File: src/rtl/imem_load_ctrl.sv
// imem_load_ctrl: boot-time loader for the instruction RAM (write port 0).
// Takes words from a valid/ready stream and writes them to base_addr onward.
// Holds the core in reset (cpu_run=0) until exactly load_len words are stored.
//
// Ports:
//   clk, rst          clock, synchronous active-high reset
//   start, abort      begin a load / cancel a load in progress
//   base_addr         first write address, latched on start
//   load_len          number of words, latched on start
//   s_valid, s_data   input word stream
//   s_ready           stream handshake back to the source
//   mem_cs, mem_we    RAM port-0 strobes (registered)
//   mem_addr          RAM port-0 address (registered)
//   mem_data          RAM port-0 write data (registered)
//   load_busy         loading in progress
//   load_done         load finished
//   load_err          load failed (zero length, abort or timeout)
//   cpu_run           core release, high only once the load is done
//   words_loaded      words accepted in the current/last load
module imem_load_ctrl #(
  parameter int DATA_WIDTH = 16,
  parameter int ADDR_WIDTH = 16,
  parameter int TIMEOUT    = 256
) (
  input  logic                  clk,
  input  logic                  rst,
  input  logic                  start,
  input  logic                  abort,
  input  logic [ADDR_WIDTH-1:0] base_addr,
  input  logic [ADDR_WIDTH-1:0] load_len,
  input  logic                  s_valid,
  input  logic [DATA_WIDTH-1:0] s_data,
  output logic                  s_ready,
  output logic                  mem_cs,
  output logic                  mem_we,
  output logic [ADDR_WIDTH-1:0] mem_addr,
  output logic [DATA_WIDTH-1:0] mem_data,
  output logic                  load_busy,
  output logic                  load_done,
  output logic                  load_err,
  output logic                  cpu_run,
  output logic [ADDR_WIDTH-1:0] words_loaded
);

  typedef enum logic [1:0] {
    S_IDLE,
    S_LOAD,
    S_DONE,
    S_ERR
  } state_t;

  // Idle timer only has to count up to TIMEOUT-1.
  localparam int TW =
    (TIMEOUT > 1) ? $clog2(TIMEOUT) : 1;
  localparam int TLIM =
    (TIMEOUT > 0) ? TIMEOUT - 1 : 0;
  localparam logic [TW-1:0] TLAST = TW'(TLIM);
  localparam bit TO_EN = (TIMEOUT > 0);

  state_t                state_q;
  state_t                state_d;
  logic [ADDR_WIDTH-1:0] base_q;
  logic [ADDR_WIDTH-1:0] base_d;
  logic [ADDR_WIDTH-1:0] len_q;
  logic [ADDR_WIDTH-1:0] len_d;
  logic [ADDR_WIDTH-1:0] cnt_q;
  logic [ADDR_WIDTH-1:0] cnt_d;
  logic [ADDR_WIDTH-1:0] cnt_inc;
  logic [TW-1:0]         idle_q;
  logic [TW-1:0]         idle_d;
  logic                  we_q;
  logic                  we_d;
  logic [ADDR_WIDTH-1:0] addr_q;
  logic [ADDR_WIDTH-1:0] addr_d;
  logic [DATA_WIDTH-1:0] data_q;
  logic [DATA_WIDTH-1:0] data_d;

  logic accept;
  logic to_hit;
  logic last_word;

  // abort gates ready so a word offered with abort is never taken.
  assign s_ready   = (state_q == S_LOAD) & ~abort;
  assign accept    = s_valid & s_ready;
  assign cnt_inc   = cnt_q + 1'b1;
  assign last_word = (cnt_inc == len_q);
  assign to_hit    = TO_EN && (idle_q == TLAST);

  always_comb begin
    state_d = state_q;
    base_d  = base_q;
    len_d   = len_q;
    cnt_d   = cnt_q;
    idle_d  = idle_q;
    we_d    = 1'b0;
    addr_d  = addr_q;
    data_d  = data_q;
    unique case (state_q)
      S_LOAD: begin
        if (abort) begin
          state_d = S_ERR;
        end else if (accept) begin
          // Accept beats a timeout in the same cycle.
          we_d   = 1'b1;
          addr_d = base_q + cnt_q;
          data_d = s_data;
          cnt_d  = cnt_inc;
          idle_d = '0;
          if (last_word) begin
            state_d = S_DONE;
          end
        end else if (to_hit) begin
          state_d = S_ERR;
        end else begin
          idle_d = idle_q + 1'b1;
        end
      end
      S_IDLE, S_DONE, S_ERR: begin
        if (start) begin
          base_d = base_addr;
          len_d  = load_len;
          cnt_d  = '0;
          idle_d = '0;
          if (load_len == '0) begin
            state_d = S_ERR;
          end else begin
            state_d = S_LOAD;
          end
        end
      end
      default: begin
        state_d = S_IDLE;
      end
    endcase
  end

  always_ff @(posedge clk) begin
    if (rst) begin
      state_q <= S_IDLE;
      base_q  <= '0;
      len_q   <= '0;
      cnt_q   <= '0;
      idle_q  <= '0;
      we_q    <= 1'b0;
      addr_q  <= '0;
      data_q  <= '0;
    end else begin
      state_q <= state_d;
      base_q  <= base_d;
      len_q   <= len_d;
      cnt_q   <= cnt_d;
      idle_q  <= idle_d;
      we_q    <= we_d;
      addr_q  <= addr_d;
      data_q  <= data_d;
    end
  end

  assign mem_we       = we_q;
  assign mem_cs       = we_q;
  assign mem_addr     = addr_q;
  assign mem_data     = data_q;
  assign load_busy    = (state_q == S_LOAD);
  assign load_done    = (state_q == S_DONE);
  assign load_err     = (state_q == S_ERR);
  // The last write lands in the first DONE cycle; the core's
  // first fetch is at least one cycle later.
  assign cpu_run      = (state_q == S_DONE);
  assign words_loaded = cnt_q;

endmodule

File: config.mk
export PLATFORM = sky130hd
export DESIGN_NAME = imem_load_ctrl
export DESIGN_NICKNAME = d
export VERILOG_FILES = /design/src/rtl/imem_load_ctrl.sv
export SDC_FILE = /design/constraint.sdc
export NUM_CORES = 1
export LEC_CHECK = 0
export ABC_AREA = 1
export BUFFER_PORTS_ARGS = -buffer_cell sky130_fd_sc_hd__buf_2
export CORE_ASPECT_RATIO = 0.8
export CORE_MARGIN = 2
export CORE_UTILIZATION = 33
export CTS_CLUSTER_SIZE = 24
export DETAILED_ROUTE_END_ITERATION = 6
export SYNTH_ARGS = -nofsm -noshare
export SYNTH_HDL_FRONTEND = slang
export SYNTH_SLANG_ARGS = --single-unit
File: constraint.sdc
create_clock -name clk -period 3.15 [get_ports clk]
set_clock_uncertainty 0.2 [all_clocks]
set_input_delay 0.63 -clock clk [delete_from_list [all_inputs] [get_ports clk]]
set_output_delay 0.63 -clock clk [all_outputs]
set_load 0.01 [all_outputs]
# Word-level counts from Yosys, hierarchy flattened
# Cells that the tools add are included.
[classes]
n_addsub = 3
n_eq_ne = 11
mux = 17
bitwise_logic = 4
reduce_logical = 9
[op_table]
columns = ["op", "count"]
rows = [
  ["$mux 16", 3],
  ["$mux 8", 4],
  ["$pmux 16 s2", 1],
  ["$add 16x1->16 const B", 1],
  ["$add 16x16->16", 1],
  ["$eq 16x16->1", 1],
  ["$logic_not 16->1", 1],
  ["$pmux 8 s2", 1],
  ["$mux 2", 6],
  ["$reduce_and 3->1", 4],
  ["$add 8x1->8 const B", 1],
  ["$eq 8x8->1 const B", 1],
  ["$reduce_or 3->1", 2],
  ["$eq 2x2->1 const B", 2],
  ["$ne 2x2->1 const B", 2],
  ["$ne 4x2->1 const B", 1],
  ["$ne 4x3->1 const B", 1],
  ["$pmux 2 s2", 1],
  ["$ne 3x3->1 const B", 1],
  ["$and 1x1->1", 2],
  ["$eq 2x1->1 const B", 1],
  ["$logic_not 2->1", 1],
  ["$ne 2x1->1 const B", 1],
  ["$not 1->1", 2],
  ["2 further kinds", 2],
]
[totals]
reg_bits = 91
input_bits = 53
out_inout_bits = 55
elab_cells = 52

# Depth between registers and ports, before layout
[depth]
ltp_word = 6
mapped_depth = 16
mapped_depth_nobuf = 16

# Least setup slack after synthesis
# Ideal clock, no wire load.
[synth_timing]
path_type = "register to register"
startpoint = "register cnt_q[0] (netlist: words_loaded[0])"
endpoint = "register addr_q[12] (netlist: mem_addr[12])"
setup_time_ps = 116
t_arrival_ps = 2099
required_ps = 2834
slack_ps = 735
stages_incl_launch_ff = 13
n_path_buf = 0
period_less_slack_ps = 2415
cell_sequence = "dfxtp_1 -> ha_1 -> inv_1 -> fa_1 -> inv_1 -> a31oi_1 -> o21ai_0 -> a21o_1 -> nand2_1 -> nand3_1 -> nand3_1 -> o211ai_1 -> inv_1"
[synth_between]
elab_chain_cells = 1
[synth_lines]
columns = ["element", "line", "rtl"]
rows = [
  ["start: declaration", "66", "logic [ADDR_WIDTH-1:0] cnt_q;"],
  ["start signal: assignment", "151", "cnt_q <= cnt_d;"],
  ["$add 16x16->16", "105", "addr_d = base_q + cnt_q;"],
  ["end signal: assignment", "154", "addr_q <= addr_d;"],
  ["end: declaration", "73", "logic [ADDR_WIDTH-1:0] addr_q;"],
]
# Every way passes these cells.
# A chain may end at the register's enable or synchronous reset.

# Final worst setup path
[layout_timing]
startpoint = "register cnt_q[1] (netlist: words_loaded[1])"
endpoint = "register addr_q[12] (netlist: mem_addr[12])"
# The elaborated chain is that of the path after synthesis.

==> impl_metrics.tcl <==
set metrics [dict create \
    postSynthCellCount 725 \
    first_global_vias 4560 \
    cts_buffers 9 \
    syn-num-nets 796 \
    min_period_ns 2.58 \
    rrSetupSlack_ns 0.57 \
    synth_top_area_cell "dfxtp_1" \
    startpoint_type "register" \
    hpwl_um 10500 \
    drc 0 \
    initial_core_util 0.334 \
    grt_max_degree 49 \
    drt_iter0_drc 353 \
    io_pins 108 \
    cts_root_buffer "clkbuf_16" \
    synth_compound_area_frac 0.165 \
    htreeDepth 3 \
    multiInputGateArea_um2 2700 \
    antenna_found_initial 0 \
    routed_via_density 4.79 \
    relSlewSlack 0.355 \
    crit_family "compound AO/OA/AOI/OAI gates" \
    path_clk_slew_ns 0.07 \
    fin_tns_setup_ns 0 \
    end_kind "register" \
    via_count 4873 \
    cts_tree "done" \
    die_area_um2 16000 \
    synth_top_family_by_area "simple AND/OR/NAND/NOR gates" \
    critPathMostFrequentCell "inv_1" \
    synthSimpleGateAreaFrac 0.310 \
    drive_above_1_share 0.193 \
    post_cts_buffers 0 \
    first_pass_iters 5 \
    nets 895 \
    routedWlPerCell_um 13.8 \
    yosysSeqAreaShare 0.367 \
    synthMuxAreaShare 0 \
    gp_congestion 0.849 \
    synthDistinctLibCells 44 \
    clock_tree.buffer_depth 2 \
    core_area_um2 14900 \
    rsz0062_at_grt "false" \
    fillerInstances 1587 \
    path_cells "inv_1 -> fa_1 -> inv_1 -> a31oi_1 -> o21ai_0 -> a21o_1 -> nand2_1 -> nand3_1 -> nand3_1 -> o211ai_1 -> inv_1" \
    die_w_um 141 \
    clock_latency_ns 0.36 \
    synth_top_cells_by_area "dfxtp_1, nand2_1, nor2_1" \
    syn_area_um2 4960 \
    syn_avg_cell_area_um2 6.84 \
    synth_edf_count 0 \
    grt_pass1_wl_um 23200 \
    crit_arrival_ns 2.63 \
    whs_ns 0.270 \
    grt_use_total 0.183 \
    critical_path_class "register to register" \
    dp_cells 1002 \
    synth-seq-cells 91 \
    crit_required_ns 3.20 \
    die_h_um 114 \
    critical_path.max_stage_delay_ns 0.48 \
    area_growth_pct 20.4 \
    layout_worst_path_cycle_share 0.820 \
    async_flop_share 0 \
    hold_viol_final 0 \
    powerDensity_nw_per_um2 474 \
    synth_top_area_frac 0.367 \
    cts_resized 0 \
    n_antenna_cell 0 \
    synth-xor-area-share 0.0225 \
    slowest_stage "o21ai_0" \
    worst_hold_path_type "register to register" \
    max-cap-violations 0 \
    grt_overflow 0 \
    crit_fanout 6 \
    synthAdderAreaFrac 0.0469 \
    seq_area_um2 1820 \
    ant_nets 0 \
    clock-sinks 91 \
    io_buffers 107 \
    setup_violations 0 \
    power.leakage_uw 0.00293 \
    finalWirelength_um 14000 \
    p_total_uw 2830 \
    peakVddDrop_mv 0.267 \
    status "finished clean" \
    drv_slew 0 \
    ys_warn_count 0 \
    synth_flop_cell "dfxtp_1" \
    rows 40 \
    path_buf_inv 3 \
    fin_cells 1018 \
    worst_pin_slew_ns 0.964 \
    fmax_mhz 387 \
    cts_hold_buf 0 \
]
metrics by stage:
step                      instance area [um2]   util  setup WS, ns
after floorplan                          4960      -         0.735
after global placement                   5670  0.381         0.530
after detailed placement                 5670  0.381         0.460
after CTS                                5970  0.402         0.580
after global routing                     5970  0.402         0.258
final                                    5970  0.402         0.566
synth_stat cells, drive strengths merged, types with 4 or more instances:
library cell	n
xor2	6
nand3b	5
a21oi	61
nand4	9
xnor2	4
a31oi	4
clkbuf	18
o21ai	70
ha	17
dfxtp	91
nor2	125
nor3	5
nand2	142
buf	9
inv	78
nand3	52
worst min-delay path, cell delays in order (launching register included):
cell and delay (ns):
dfxtp_1 0.31, inv_1 0.06, a21oi_1 0.06
routing by layer:
| layer | part of all wire | GRT usage | wire, um |
|---|---|---|---|
| met5 | 0 | 0 | 0 |
| met1 | 0.51 | 0.261 | 7160 |
| met3 | 0.062 | 0.0525 | 864 |
| met4 | 0.0086 | 0.0380 | 121 |
| met2 | 0.42 | 0.277 | 5900 |
power breakdown:
part           switching, uW  internal, uW  leakage, uW
Clock                    484           640     0.000142
Sequential              48.2          1220     0.000744
Combinational            271           163      0.00204
area by class of cell:
class | instances | area share
Tap cell | 189 | 0.0396
Timing Repair Buffer | 115 | 0.102
Sequential cell | 91 | 0.305
Multi-Input combinational cell | 527 | 0.452
Clock buffer | 11 | 0.0406
Inverter | 80 | 0.0503
Clock inverter | 5 | 0.0105
sequential cells by signal (all words and copies together) (netlist names):
signal        cells
base_q           16
len_q            16
mem_addr         16
mem_data         16
words_loaded     16
idle_q            8
state_q           2
mem_cs            1
worst paths after layout:
kind | start | cells after the start | to
min reg2reg | len_q[13] | 2 | len_q[13]
max | words_loaded[1] | 11 | mem_addr[12]
min | len_q[13] | 2 | len_q[13]
max reg2reg | words_loaded[1] | 11 | mem_addr[12]
cells in the final DEF, fill, tap and decap left out, drive strengths merged, types with 2 or more instances in the layout:
master,instances
nand2,142
nor2,125
buf,115
dfxtp,91
inv,78
o21ai,70
a21oi,61
nand3,52
ha,17
clkbuf,11
nand4,9
xor2,6
nor3,5
nand3b,5
a31oi,4
xnor2,4
clkinv,4
o211ai,3
o21a,3
o22ai,3
nor4,3
o31ai,2
or2,2
clkinvlp,2
o21bai,2
cells by family after synthesis:
logic type,count (synthesis)
buffers and inverters,107
adders and majority gates,18
xor gates and xnor gates,11
DFF,91
and+or+nand+nor,345
AOI/OAI and AO/OA,153
Note: power is estimated with default switching activity, not from simulation.
